`src/rtl/fp_mult_collect_pkg.sv`:
```
// Shared FP32 field positions and class-vector bit indices for the fp datapath blocks.
package fp_mult_collect_pkg;
  localparam int SIGN_BIT = 31;
  localparam int EXP_MSB  = 30;
  localparam int EXP_LSB  = 23;
  localparam int MANT_W   = 23;
  localparam logic [7:0] EXP_MAX = 8'hFF;

  localparam int CLS_W    = 5;
  localparam int CLS_NAN  = 4;
  localparam int CLS_INF  = 3;
  localparam int CLS_ZERO = 2;
  localparam int CLS_SUB  = 1;
  localparam int CLS_NEG  = 0;
endpackage

```
`src/rtl/fp32_classify.sv`:
```
// Combinational FP32 classifier producing {nan, inf, zero, sub, neg}.
module fp32_classify
  import fp_mult_collect_pkg::*;
(
  input  logic [31:0]      val,
  output logic [CLS_W-1:0] cls
);
  logic [EXP_MSB-EXP_LSB:0] exp_f;
  logic [MANT_W-1:0]        mant_f;

  assign exp_f  = val[EXP_MSB:EXP_LSB];
  assign mant_f = val[MANT_W-1:0];

  always_comb begin
    cls           = '0;
    cls[CLS_NAN]  = (exp_f == EXP_MAX) && (mant_f != '0);
    cls[CLS_INF]  = (exp_f == EXP_MAX) && (mant_f == '0);
    cls[CLS_ZERO] = (exp_f == '0) && (mant_f == '0);
    cls[CLS_SUB]  = (exp_f == '0) && (mant_f != '0);
    // Raw sign bit, kept even for NaN and zero.
    cls[CLS_NEG]  = val[SIGN_BIT];
  end
endmodule

```
`src/rtl/fp_mult_collect.sv`:
```
// Collector for fp_mult products: classifies, buffers in a small FIFO with valid/ready,
// and tracks sticky class flags plus a saturating count of dropped products.
module fp_mult_collect
  import fp_mult_collect_pkg::*;
#(
  parameter int DEPTH = 4,
  parameter int CNT_W = 8
) (
  input  logic                     clk,
  input  logic                     reset,
  input  logic                     in_valid,
  input  logic [31:0]              in_res,
  input  logic                     out_ready,
  output logic                     out_valid,
  output logic [31:0]              out_res,
  output logic [CLS_W-1:0]         out_cls,
  input  logic                     flags_clr,
  output logic [CLS_W-1:0]         sticky_flags,
  output logic [$clog2(DEPTH):0]   level,
  output logic                     full,
  output logic [CNT_W-1:0]         drop_cnt
);
  localparam int PTR_W = $clog2(DEPTH);
  localparam int LVL_W = PTR_W + 1;

  logic [CLS_W-1:0] cls_in;
  logic             push, pop, drop;

  logic [PTR_W-1:0] wr_ptr_q, wr_ptr_d;
  logic [PTR_W-1:0] rd_ptr_q, rd_ptr_d;
  logic [LVL_W-1:0] level_q, level_d;
  logic [CLS_W-1:0] sticky_q, sticky_d;
  logic [CNT_W-1:0] drop_q, drop_d;

  logic [31:0]      res_mem [DEPTH];
  logic [CLS_W-1:0] cls_mem [DEPTH];

  fp32_classify u_classify (
    .val (in_res),
    .cls (cls_in)
  );

  assign out_valid    = (level_q != '0);
  assign full         = (level_q == LVL_W'(DEPTH));
  assign level        = level_q;
  assign sticky_flags = sticky_q;
  assign drop_cnt     = drop_q;
  // Storage is not reset, so the head is masked to zero while empty.
  assign out_res      = out_valid ? res_mem[rd_ptr_q] : '0;
  assign out_cls      = out_valid ? cls_mem[rd_ptr_q] : '0;

  always_comb begin
    pop  = out_valid & out_ready;
    push = in_valid & (~full | pop);
    drop = in_valid & full & ~pop;

    wr_ptr_d = push ? wr_ptr_q + PTR_W'(1) : wr_ptr_q;
    rd_ptr_d = pop  ? rd_ptr_q + PTR_W'(1) : rd_ptr_q;

    level_d = level_q;
    if (push && !pop)      level_d = level_q + LVL_W'(1);
    else if (pop && !push) level_d = level_q - LVL_W'(1);

    sticky_d = (flags_clr ? '0 : sticky_q) | (push ? cls_in : '0);
    drop_d   = (drop && (drop_q != '1)) ? drop_q + CNT_W'(1) : drop_q;
  end

  always_ff @(posedge clk or posedge reset) begin
    if (reset) begin
      wr_ptr_q <= '0;
      rd_ptr_q <= '0;
      level_q  <= '0;
      sticky_q <= '0;
      drop_q   <= '0;
    end else begin
      wr_ptr_q <= wr_ptr_d;
      rd_ptr_q <= rd_ptr_d;
      level_q  <= level_d;
      sticky_q <= sticky_d;
      drop_q   <= drop_d;
    end
  end

  always_ff @(posedge clk) begin
    if (push) begin
      res_mem[wr_ptr_q] <= in_res;
      cls_mem[wr_ptr_q] <= cls_in;
    end
  end
endmodule
```
`config.mk`:
```
export PLATFORM = sky130hd
export DESIGN_NAME = fp_mult_collect
export DESIGN_NICKNAME = d
export VERILOG_FILES = /design/src/rtl/fp_mult_collect_pkg.sv /design/src/rtl/fp32_classify.sv /design/src/rtl/fp_mult_collect.sv
export SDC_FILE = /design/constraint.sdc
export NUM_CORES = 1
export LEC_CHECK = 0
export BUFFER_PORTS_ARGS = -buffer_cell sky130_fd_sc_hd__buf_2
export CAP_MARGIN = 20
export CORE_MARGIN = 2
export CORE_UTILIZATION = 61
export CTS_CLUSTER_SIZE = 12
export DETAILED_ROUTE_END_ITERATION = 12
export PLACE_DENSITY = 0.84
export RECOVER_POWER = 100
export SYNTH_ARGS = -nofsm -noshare
export SYNTH_HDL_FRONTEND = slang
export SYNTH_SLANG_ARGS = --single-unit
```
`constraint.sdc`:
```
create_clock -name clk -period 6.06 [get_ports clk]
set_clock_uncertainty 0.2 [all_clocks]
set_input_delay 0.909 -clock clk [delete_from_list [all_inputs] [get_ports clk]]
set_output_delay 0.909 -clock clk [all_outputs]
set_load 0.03 [all_outputs]
```
==> results.toml <==
[timing]
drv_slew = 188
timing.final.crit_share_pct = 67.14
fin_crit_ns = 4.069
slew_headroom_pct = -86.99
rsz0062_at_grt = "false"
setup_tns_ns = 0
setup_viol = 0
worst_slew_pin_slew_ns = 2.803
max_freq_ghz = 0.2458
final.setup.worst_slack_ns = 1.991
finalHoldViolCount = 0

[layout]
final_cell_area_um2 = 7615
insertedDiodeCount = 0
drive_above_1_share_pct = 22.97
multi_input_area_um2 = 1570
final_common_cell = "edfxtp_1"
fin_nets = 475
finalNonFillerCells = 580
final_cell_mix = "edfxtp_1 (144), clkbuf_1 (63), mux4_2 (36)"
num-fill-cells = 645
seq_area_um2 = 4827
syn2layout_area_growth_pct = 16.14

[critical_path]
path_delay_family = "buffers and inverters"
reg2reg_from = "level[2]$_DFFE_PP0P_"
start_kind = "flip-flop"
crit_path_top_delay_cell = "clkbuf_1"
r2r_end = "res_mem[0][29]$_DFFE_PP_"
end_kind = "primary output"
critPathMaxFanout = 39
worstPathArrival_ns = 2.96
cp.required_ns = 4.95
crit_top_cell = "clkbuf_1"
reg2reg_depth = 4
crit_buf_inv = 2
crit_chain = "or3_1, clkbuf_1, and2_0, clkbuf_1"
r2r_setup_slack_ns = 2.16
cp_slowest_stage_delay_ns = 1.16
path_class = "reg -> out"

[synthesis]
syn_nets = 377
yosysUniqueCellTypes = 37
yosysSeqAreaShare_pct = 73.59
avgSynthCellArea_um2 = 19.69
syn_inst = 333
yosysWarnings = 0
netlist_area_um2 = 6556
ys_ff_latch = 164

[grt]
first_global_vias = 3434
grt_usage_pct = 23.10
antenna_found_initial = 0
grt_max_degree = 40
grt.overflow.total = 0
grt_util_met2_pct = 35.85
grt.met3_usage_pct = 6.598
grt_pass1_wl_um = 18820
busiest_layer = "met2"
use_met1_pct = 30.92

[flow_run]
cap_violations = 5

[clock_network]
clk_transition_reported_paths_ns = 0.06
cts_made_buffers = 17
hold_buffers = 0
cts_resized = 0
clock_path_buffers = 2
clock-sinks = 164
cts_tree = "done"
root_buffer = "clkbuf_8"
ctsHtreeMaxLevel = 4
clk_latency_ns = 0.53
cts_setup_buffers = 0

[power_and_ir_drop]
powerDensity_nw_per_um2 = 549.7
vdd_drop_max_mv = 0.4599
leakage_nw = 2.581

[floorplanning]
dieArea_um2 = 11590
core_um2 = 10370
die_x_um = 107.7
rows = 37
initial_utilization_pct = 63.22
die_h_um = 107.7
io-pin-count = 92

[routing]
wire_per_inst_um = 21.01
route.final.wire_length_um = 12190
final_antenna_net_count = 0
drc_errors = 0
num_vias = 3398
drtIter0Drc = 225
viasPerCell = 5.859
drt_pass1_iterations = 5

[placed_design]
gp_congestion = 0.7957
hpwlAfterDp_um = 7162
post-place-ws_ns = 2.708
dp.cells = 548
dpl_cell_area_um2 = 7098
portBuffers = 91

[run_status]
outcome = "finished, violations left"
violations = "max-capacitance violations, max-slew violations"

[min_path]
whs_path_depth = 1
hp-start = "drop_cnt[7]$_DFFE_PP0P_"
hold_path_end = "drop_cnt[7]$_DFFE_PP0P_"
hold_path_class = "reg -> reg"
==> metrics by stage <==
stage | utilization [%] | total power [mW] | hold WS [ns]
after floorplan | - | 2.747 | 0.3796
after global placement | 68.45 | 3.089 | 0.2739
after detailed placement | 68.45 | 3.134 | 0.2782
after CTS | 74.48 | 4.259 | 0.2958
after global routing | 73.43 | 4.370 | 0.3098
final | 73.43 | 4.185 | 0.2962
==> registers in the layout, indices dropped and copies added, names as in the netlist <==
signal / flops
res_mem: 124
cls_mem: 20
drop_cnt: 8
sticky_flags: 5
level: 3
rd_ptr_q: 2
wr_ptr_q: 2
==> cells in the mapped netlist, drive strengths merged <==
cell,count,share of area (%)
o21ai,1,0.076
a22o,2,0.27
nor3b,1,0.11
nor2,9,0.52
buf,10,1.4
a32o,1,0.15
mux4,36,12
mux2,2,0.34
ha,6,1.1
xnor2,6,0.80
inv,8,0.46
nand3,4,0.31
and2,40,3.8
nand4,4,0.38
fa,1,0.31
o2bb2ai,1,0.13
xor2,7,0.94
o2111ai,1,0.13
and3,1,0.095
o32ai,1,0.13
nor3,4,0.38
dfrtp,20,7.6
o211ai,1,0.19
or2b,1,0.11
nor4,8,0.76
clkbuf,4,0.25
or3,1,0.095
nand2,7,0.40
nor4b,1,0.36
edfxtp,144,66
==> layout make-up <==
class,instances,share of cell area [%]
clock buffer,21,5.899
clock inverter,11,2.317
inverter,8,0.3943
multi-input combinational,147,20.62
sequential,164,63.39
tap,136,2.235
timing repair buffer,93,5.143
==> worst max path at each step <==
stage / cells past startpoint / endpoint / slack [ns] / startpoint
global placement: 4 / out_cls[4] / 2.73 / rd_ptr_q[0]$_DFFE_PP0N_
floorplan: 4 / out_res[31] / 3.09 / level[0]$_DFFE_PP0P_
CTS: 4 / out_res[18] / 2.10 / rd_ptr_q[0]$_DFFE_PP0N_
global route: 4 / out_cls[0] / 1.71 / level[0]$_DFFE_PP0P_
detailed placement: 4 / out_cls[3] / 2.71 / rd_ptr_q[0]$_DFFE_PP0N_
finish: 4 / out_cls[0] / 1.99 / level[0]$_DFFE_PP0P_
==> worst reg2reg max path, stage by stage (launching register included) <==
cell	delay, ns
dfrtp_1	0.42
nor4b_1	0.20
or2b_1	0.27
inv_1	0.26
and2_0	2.08
==> where the power goes <==
group / total, mW / leakage [nW] / switching (mW) / internal, mW
clock network: 1.12 / 0.291 / 0.422 / 0.694
registers: 1.66 / 1.56 / 0.167 / 1.50
logic: 1.41 / 0.727 / 0.883 / 0.522
==> per-layer routing <==
metal	up-vias	wire (um)
li1	1509	-
met1	1744	4895
met2	132	6364
met3	13	791
met4	0	136
met5	-	0
==> cell families after synthesis <==
family | Yosys count | share of synthesized area (%)
fa+ha+maj | 7 | 1.450
compound gates | 8 | 1.088
buf+inv | 22 | 2.080
flops | 164 | 73.59
xor+xnor | 13 | 1.737
mux | 38 | 12.71
simple gates | 81 | 7.347
Power figures use the tool's default switching activity.
